**src/rtl/pc_ctrl_pkg.sv**
```systemverilog
// Shared opcodes, condition codes and flag bit positions for the fetch-side PC stage.
package pc_ctrl_pkg;

  localparam logic [3:0] OP_B   = 4'hC;
  localparam logic [3:0] OP_BR  = 4'hD;
  localparam logic [3:0] OP_PCS = 4'hE;
  localparam logic [3:0] OP_HLT = 4'hF;

  typedef enum logic [2:0] {
    NE     = 3'b000,
    EQ     = 3'b001,
    GT     = 3'b010,
    LT     = 3'b011,
    GTE    = 3'b100,
    LTE    = 3'b101,
    OVFL   = 3'b110,
    UNCOND = 3'b111
  } ccc_e;

  localparam int FLAG_Z = 2;
  localparam int FLAG_V = 1;
  localparam int FLAG_N = 0;

  // Word offset of a B instruction: sign-extended imm9, scaled to bytes.
  function automatic logic signed [15:0] b_offset(input logic signed [8:0] imm9);
    return {{6{imm9[8]}}, imm9, 1'b0};
  endfunction

endpackage

```
**src/rtl/pc_control_branch_cond_eval.sv**
```systemverilog
// Combinational branch condition decode: (ccc, Z, V, N) -> condition true.
module branch_cond_eval
  import pc_ctrl_pkg::*;
(
  input  logic [2:0] i_ccc,
  input  logic       i_z,
  input  logic       i_v,
  input  logic       i_n,
  output logic       o_cond_true
);

  always_comb begin
    o_cond_true = 1'b0;
    case (ccc_e'(i_ccc))
      NE:      o_cond_true = ~i_z;
      EQ:      o_cond_true = i_z;
      GT:      o_cond_true = ~i_z & ~i_n;
      LT:      o_cond_true = i_n;
      GTE:     o_cond_true = i_z | (~i_z & ~i_n);
      LTE:     o_cond_true = i_n | i_z;
      OVFL:    o_cond_true = i_v;
      UNCOND:  o_cond_true = 1'b1;
      default: o_cond_true = 1'b0;
    endcase
  end

endmodule

```
**src/rtl/pc_control.sv**
```systemverilog
// Fetch-side PC stage: PC, {Z,V,N} flags, sticky halt and next-PC selection.
// Optional build macro PC_CONTROL_FLAG_BYPASS_EN lets branches see same-cycle flag writes.
module pc_control
  import pc_ctrl_pkg::*;
#(
  parameter logic [15:0] RESET_PC   = 16'h0000,
  parameter logic [3:0]  HLT_OPCODE = 4'hF
) (
  input  logic        clk,
  input  logic        rst,
  input  logic [15:0] instr,
  input  logic        stall,
  input  logic [15:0] br_reg_data,
  input  logic [2:0]  flag_in,
  input  logic [2:0]  flag_en,
  output logic [15:0] pc,
  output logic [15:0] pc_plus2,
  output logic [2:0]  flags,
  output logic        branch_taken,
  output logic        hlt
);

  localparam logic [0:0] ST_RUN    = 1'b0;
  localparam logic [0:0] ST_HALTED = 1'b1;

  logic [15:0] r_pc;
  logic [2:0]  r_flags;
  logic [0:0]  r_state;

  logic [3:0]  w_op;
  logic [2:0]  w_ccc;
  logic [8:0]  w_imm9;
  logic        w_is_b;
  logic        w_is_br;
  logic        w_is_hlt;
  logic        w_halted;
  logic        w_advance;
  logic [2:0]  w_flags_eval;
  logic        w_cond_true;
  logic [15:0] w_pc_plus2;
  logic [15:0] w_b_target;
  logic [15:0] w_br_target;
  logic [15:0] w_next_pc;
  logic [2:0]  w_flags_next;
  logic        w_taken;

  assign w_op     = instr[15:12];
  assign w_ccc    = instr[11:9];
  assign w_imm9   = instr[8:0];
  assign w_is_b   = (w_op == OP_B);
  assign w_is_br  = (w_op == OP_BR);
  assign w_is_hlt = (w_op == HLT_OPCODE);

  assign w_halted  = (r_state == ST_HALTED);
  assign w_advance = ~stall & ~w_halted;

`ifdef PC_CONTROL_FLAG_BYPASS_EN
  // Compare-then-branch in one cycle: enabled flag bits come straight from the ALU.
  assign w_flags_eval = (flag_en & flag_in) | (~flag_en & r_flags);
`else
  assign w_flags_eval = r_flags;
`endif

  branch_cond_eval u_cond (
    .i_ccc       (w_ccc),
    .i_z         (w_flags_eval[FLAG_Z]),
    .i_v         (w_flags_eval[FLAG_V]),
    .i_n         (w_flags_eval[FLAG_N]),
    .o_cond_true (w_cond_true)
  );

  assign w_taken = ~w_halted & (w_is_b | w_is_br) & w_cond_true;

  // Target arithmetic wraps modulo 2^16; carries are discarded.
  assign w_pc_plus2  = r_pc + 16'd2;
  assign w_b_target  = w_pc_plus2 + 16'(b_offset(w_imm9));
  assign w_br_target = {br_reg_data[15:1], 1'b0};

  always_comb begin
    w_next_pc = w_pc_plus2;
    if (w_is_hlt) begin
      w_next_pc = r_pc;
    end else if (w_taken) begin
      w_next_pc = w_is_b ? w_b_target : w_br_target;
    end
  end

  always_comb begin
    w_flags_next = r_flags;
    for (int b = 0; b < 3; b++) begin
      if (flag_en[b]) begin
        w_flags_next[b] = flag_in[b];
      end
    end
  end

  // Register stage: everything freezes on stall or once halted; reset overrides both.
  always_ff @(posedge clk) begin
    if (rst) begin
      r_pc    <= RESET_PC;
      r_flags <= 3'b000;
      r_state <= ST_RUN;
    end else if (w_advance) begin
      r_pc    <= w_next_pc;
      r_flags <= w_flags_next;
      if (w_is_hlt) begin
        r_state <= ST_HALTED;
      end
    end
  end

  assign pc           = r_pc;
  assign pc_plus2     = w_pc_plus2;
  assign flags        = r_flags;
  assign branch_taken = w_taken;
  assign hlt          = w_halted;

endmodule

```
**config.mk**
```make
export PLATFORM = sky130hd
export DESIGN_NAME = pc_control
export DESIGN_NICKNAME = d
export VERILOG_FILES = /design/src/rtl/pc_ctrl_pkg.sv /design/src/rtl/pc_control_branch_cond_eval.sv /design/src/rtl/pc_control.sv
export SDC_FILE = /design/constraint.sdc
export NUM_CORES = 1
export LEC_CHECK = 0
export ABC_AREA = 0
export BUFFER_PORTS_ARGS = -buffer_cell sky130_fd_sc_hd__buf_2
export CAP_MARGIN = 20
export CORE_AREA = 2 2 67 69
export DETAILED_ROUTE_END_ITERATION = 12
export DIE_AREA = 0 0 69 71
export PLACE_DENSITY = 0.84
export SLEW_MARGIN = 40
export SYNTH_ARGS = -nofsm -noshare
export SYNTH_HDL_FRONTEND = slang
export SYNTH_SLANG_ARGS = --single-unit
```
**constraint.sdc**
```tcl
create_clock -name clk -period 5.35 [get_ports clk]
set_clock_uncertainty 0.1 [all_clocks]
set_input_delay 1.07 -clock clk [delete_from_list [all_inputs] [get_ports clk]]
set_output_delay 1.07 -clock clk [all_outputs]
set_load 0.02 [all_outputs]
```
# [Word level (Yosys, flattened, before mapping)]
# Cells that the tools add are included.
# Widths: inputs -> output; s select.
[totals] regBits=20 latch_bits=0 mem_bits_rw=0 mem_bits_ro=0 input_bits=41 output_inout_bits=37 elab_cells=38 mem_count=0
[op_classes] add_sub_neg=2 n_mul=0 div=0 order_cmp=0 n_eq_ne=10 shifts=0 n_mux=3 bitwise_logic=12 reduce_logical=6
[op_table] cell="$mux 16" n=2
[op_table] cell="$add 16x16->16" n=1
[op_table] cell="$add 16x2->16 const B" n=1
[op_table] cell="$eq 3x3->1 const B" n=4
[op_table] cell="$eq 4x4->1 const B" n=3
[op_table] cell="$reduce_and 2->1" n=5
[op_table] cell="$pmux 1 s8" n=1
[op_table] cell="$eq 3x2->1 const B" n=2
[op_table] cell="$not 1->1" n=5
[op_table] cell="$and 1x1->1" n=4
[op_table] cell="$eq 3x1->1 const B" n=1
[op_table] cell="$logic_not 3->1" n=1
[op_table] cell="$or 1x1->1" n=3

# [Depth between registers and ports, before layout]
[depth] word_depth=6 ltp_mapped=13 depth_no_buf=13

# [By module]
# Synthesis repeated with hierarchy kept, for this count alone.
[hier_totals] cells_unflattened=308 hier_area_um2=2244.7
[by_module_without_submodules] module="pc_control" n_inst=1 cells_each=297 area_each_um2=2168.3 seq_area_each_um2=380.4
[by_module_without_submodules] module="branch_cond_eval" n_inst=1 cells_each=11 area_each_um2=76.3 seq_area_each_um2=0.0

# [Least setup slack after synthesis]
# OpenSTA, ideal clock, no wires.
[synth_timing] path_kind="reg-to-reg" from="register r_pc[3] (netlist: pc[3])" to="register r_pc[15] (netlist: pc[15])" setup_time_ns=0.096 arrival_time_ns=3.280 t_required_ns=5.154 slack_ns=1.874 path_stages_with_launch=12 n_path_buf=0 period_less_slack_ns=3.476 cell_sequence="dfxtp_1 -> and3_1 -> nand3_2 -> nor4_1 -> xor2_1 -> ha_1 -> a21oi_1 -> o21ai_0 -> a221o_1 -> nor4_1 -> nor2_1 -> o41ai_2"
[synth_via] elab_chain_len=4
[synth_lines] element="start: declaration" line_no="pc_control.sv:26" rtl="logic [15:0] r_pc;"
[synth_lines] element="start signal: assignment" line_no="pc_control.sv:104" rtl="r_pc <= w_next_pc;"
[synth_lines] element="$add 16x2->16" line_no="pc_control.sv:75" rtl="assign w_pc_plus2 = r_pc + 16'd2;"
[synth_lines] element="via pc_plus2[14]" line_no="pc_control.sv:17" rtl="output logic [15:0] pc_plus2,"
[synth_lines] element="$add 16x16->16" line_no="pc_control.sv:76" rtl="assign w_b_target = w_pc_plus2 + 16'(b_offset(w_imm9));"
[synth_lines] element="$mux 16" line_no="pc_control.sv:84" rtl="w_next_pc = w_is_b ? w_b_target : w_br_target;"
[synth_lines] element="$mux 16" line_no="pc_control.sv:83" rtl="end else if (w_taken) begin"
# The timed path passes the listed nets, and every way through them passes these cells.
# A chain may end at the register's enable or synchronous reset.

# [Worst setup path in the final report]
[layout_timing] from="input port instr[13]" to="output port branch_taken"
[layout_via] elab_chain_len=4 elab_cells_between_ends=5 cone_classes="2 x eq/ne; 3 x bitwise"
[layout_lines] element="start: declaration" line_no="pc_control.sv:11" rtl="input logic [15:0] instr,"
[layout_lines] element="$eq 4x4->1 (on tied branches)" line_no="pc_control.sv:50, pc_control.sv:51"
[layout_lines] element="$or 1x1->1 (*)" line_no="pc_control.sv:72" rtl="assign w_taken = ~w_halted & (w_is_b | w_is_br) & w_cond_true;"
[layout_lines] element="$and 1x1->1 (*) (2 in series)" line_no="pc_control.sv:72"
[layout_lines] element="end: declaration" line_no="pc_control.sv:19" rtl="output logic branch_taken,"
# Mark *: on every way between the ends. The rest lies on a longest branch, timed or not.

==> impl_summary.txt <==
----------------------------------------------------
[Clocking]
  Cells resized by post-CTS repair ... 0
  Clock transition at path regs ... 80 ps
  CTS tree ... done
  Number of buffers on the longest clock path ... 2
  Clock root buffer master ... sky130_fd_sc_hd__clkbuf_8
  Number of clock buffers inserted by TritonCTS ... 3
  CTS Hold Buffers Added ... 0
  Post-CTS repair timing setup buffer count ... 0
  Number of clock sinks ... 19
  Worst-Skew Late Latency ... between 200 and 300 ps
  H-tree levels ... 1

[Worst setup path]
  Crit Path Max Fanout ... 34
  Setup Crit Path Kind ... primary input to output port
  Origin of the critical flop-to-flop path ... pc[3]$_SDFFE_PP0P_
  End of the worst register-to-register path ... pc[15]$_SDFFE_PP0P_
  Slowest Stage Delay on Critical Path ... roughly 370 ps
  CP Capture Type ... output port
  Launching element type of the critical path ... primary input
  Crit path max-delay family ... buffers and inverters
  Worst R2R Setup Slack ... ~1800 ps
  Required time at the endpoint of the critical path ... between 4000 and 5000 ps
  Data arrival time of the worst path ... about 2500 ps
  Slowest stage cell, crit path ... sky130_fd_sc_hd__or3_1
  R2R depth ... 12
  Top cell by count, worst path ... sky130_fd_sc_hd__buf_2
  Chain of cells forming the critical path ... buf_2 -> nand3b_1 -> or3_1 -> a211oi_4 -> buf_4 -> buf_2
  Worst path buffer plus inverter count ... 3

[Drt]
  Routed length per placed instance ... approximately 15 um
  Routed wire length ... between 6000 and 7000 um
  1st-pass router iterations ... 4
  Number of vias per cell after detailed routing ... around 6.0
  DR iter-0 viols ... roughly 180
  DR DRC count ... 0
  Via count of the routed design ... about 2500
  Antenna-violating nets left ... 0

[Synthesis]
  Async set-reset flop share out of synthesis ... 0%
  Flip-flop and latch count after synthesis ... 19
  Biggest area consumer among synthesized cells ... sky130_fd_sc_hd__dfxtp_1
  Area share of the leading cell type in the synthesized netlist ... 17.3%
  Synthesized area ... approximately 2200 sq um
  Average instance area after synthesis ... just over 7 sq um
  EDFF count, synth ... 0
  Warnings, synthesis ... 0
  Post-synthesis sequential area ratio ... 17.3%
  Cell types with the largest area share after synthesis ... sky130_fd_sc_hd__dfxtp_1, sky130_fd_sc_hd__ha_1, sky130_fd_sc_hd__a21oi_1, sky130_fd_sc_hd__nand3_1, sky130_fd_sc_hd__nand2_1
  Dominant register cell in the synthesized netlist ... sky130_fd_sc_hd__dfxtp_1
  Count of mapped cells out of synthesis ... around 310
  Post-synth cell types ... 52

[Timing]
  Worst hold slack ... 377 ps
  Slew at the pin with the worst max-slew slack ... 747 ps
  Slew HR ... approximately 50%
  Final slew viol count ... 0
  Final count of negative-setup-slack endpoints ... 0
  Accumulated negative setup slack ... 0 ps
  Maximum operating frequency ... between 200 and 300 MHz
  Final WS setup ... between 1500 and 2000 ps
  Time the final worst path needs with I/O delays and setup ... about 3600 ps
  Final Hold Vio Count ... 0
  Period Utilization, post-route ... between 60% and 70%
  Setup repair after global routing missed its margin ... false

[Place]
  Global placer's final weighted congestion ... ~0.83
  Placement Cell Area ... 2560 sq um
  DPL Wire Length ... 4740 um
  Count of placed standard cells including taps ... 418
  Placement Setup Slack ... around 1700 ps
  Input/output buffers ... between 70 and 80

[Power and ir drop]
  Worst voltage drop across the vdd grid ... 0.000110 V
  Total net switching power ... 0.147 mW
  Sequential fraction of design power ... between 30% and 40%
  Power density relative to cell area ... ~150 nW/um^2
  Clk pwr share ... 25.9%
  Internal portion of total power ... between 0.2 and 0.3 mW
  Fraction of power spent switching nets ... between 30% and 40%
  Fraction of power consumed by combinational cells ... 35.5%
  Leakage ... 1.21 nW
  Overall power consumption ... 0.403 mW

[Layout]
  Area Overhead vs Synth ... 18.4%
  Antenna Diode Count ... 0
  Non-filler instance count after layout ... about 420
  Layout Cell Area excl Fill ... ~2600 sq um
  Total number of nets in the final design ... between 400 and 500
  Number of inserted filler cells in the final layout ... between 300 and 400
  Utilization after layout ... ~62%
  Fraction of final layout cells sized beyond drive strength 1 ... 24.3%

[Hold path]
  Worst-case hold path end point ... flags[1]$_SDFFE_PP0P_
  Hold Path Class ... flip-flop to flip-flop
  Source of the worst hold timing path ... flags[1]$_SDFFE_PP0P_
  Hold-critical path depth ... 2

[Global routing]
  Met3 capacity usage during global routing ... between 5 and 6%
  GRT busiest layer ... met2
  Maximum number of pins on one net before global-route repair ... 35
  Met1 track utilization from global routing ... between 30% and 40%
  Remaining Overflow, GRT ... 0
  Tot GR Track Use ... roughly a quarter
  Antenna violations before repair ... 0
  Via count of the first global-routing pass ... about 2200
  Met2 layer usage reported by global route ... a little over two fifths
  Global-route wire length before repair ... around 10000 um

[Flow run]
  Max Cap Viol ... 0

[Floorplan]
  Initial standard-cell utilization of the core ... a little over half
  Die outline width ... 69 um
  I/O Pins ... approximately 80
  Die Y ... about 71 um
  Full die area ... approximately 4900 sq um
  Number of placement rows ... 24
  Area of the core ... between 4000 and 5000 sq um

[Run status]
  Outcome ... finished, final reports clean

----------------------------------------------------
## synthesized netlist by cell type, types with 4 or more instances
cell and number:
sky130_fd_sc_hd__a21o_1 6, sky130_fd_sc_hd__a21oi_1 37, sky130_fd_sc_hd__a31oi_1 6, sky130_fd_sc_hd__buf_4 6, sky130_fd_sc_hd__clkbuf_1 9, sky130_fd_sc_hd__dfxtp_1 19, sky130_fd_sc_hd__ha_1 18, sky130_fd_sc_hd__inv_1 7
sky130_fd_sc_hd__nand2_1 33, sky130_fd_sc_hd__nand2b_1 5, sky130_fd_sc_hd__nand3_1 26, sky130_fd_sc_hd__nand4_1 4, sky130_fd_sc_hd__nor2_1 25, sky130_fd_sc_hd__nor3_1 8, sky130_fd_sc_hd__o211ai_1 8, sky130_fd_sc_hd__o21ai_0 19
sky130_fd_sc_hd__xnor2_1 11, sky130_fd_sc_hd__xor2_1 10
## per-layer routing
layer,vias to the layer above,wire (um),share of wire (%)
met3,12,467,7.4
met5,-,0,0
met1,1156,2750,44
li1,1252,-,-
met2,113,2990,47
met4,0,108,1.7
## cells in the final DEF, fill, tap and decap left out, drive strengths merged, types with 2 or more instances in the layout
cell / n
or3: 3
nor2: 25
or4: 2
clkbuf: 4
a221o: 3
nand2b: 5
xor2: 11
ha: 18
o41ai: 4
nor3: 9
conb: 2
inv: 8
dfxtp: 19
a21oi: 37
nand4: 4
nand2: 34
o21ai: 19
nor2b: 3
a211oi: 4
nor4: 4
and3: 2
a21o: 6
nand3: 27
nor3b: 2
o221ai: 2
a31oi: 6
o211ai: 8
buf: 75
xnor2: 11
## tightest hold or removal path, delay by kind of cell (launching register included)
family | cells | cell delay [ps]
AO/OA/AOI/OAI | 1 | 50
flip-flops | 1 | 330
AND/OR/NAND/NOR | 1 | 50
## layout make-up
| class | instances | area [sq um] | area share (%) |
|---|---|---|---|
| multi-input cells | 264 | 1710 | 65.5 |
| flip-flops and latches | 19 | 380 | 14.6 |
| repair buffers | 75 | 378 | 14.5 |
| well taps | 52 | 65.1 | 2.50 |
| clock buffers | 4 | 45.0 | 1.73 |
| inverters | 8 | 30.0 | 1.15 |
## power by group through the flow
stage          Clock, mW  Combinational, mW  Sequential, mW
6_report           0.104              0.143           0.156
3_5_place_dp           0              0.140           0.159
2_1_floorplan          0             0.0939           0.163
4_1_cts            0.105              0.141           0.156
5_1_grt            0.112              0.156           0.157
3_3_place_gp           0              0.137           0.159
## registers in the layout, indices dropped and copies added, names as in the netlist
name / flops
flags: 3
pc: 15
hlt: 1
## logic make-up after synthesis
family / share of synthesized area, %
flops: 17.3
other cells: 0.170
buf+inv: 5.40
simple gates: 29.0
fa+ha+maj: 11.1
compound gates: 27.0
mux: 0.966
xor+xnor: 9.09
## how the worst max path moves through the flow
| stage | from | end | slack [ps] | cells past startpoint |
|---|---|---|---|---|
| final | instr[13] | branch_taken | 1700 | 6 |
| after global routing | pc[3]$_SDFFE_PP0P_ | pc[15]$_SDFFE_PP0P_ | 1480 | 12 |
| after CTS | instr[10] | branch_taken | 1730 | 6 |
| after detailed placement | instr[10] | branch_taken | 1730 | 6 |
| after global placement | instr[13] | branch_taken | 1740 | 6 |
| after floorplan | pc[3]$_SDFFE_PP0P_ | pc[15]$_SDFFE_PP0P_ | 1870 | 11 |
Note: power is estimated with default switching activity, not from simulation.
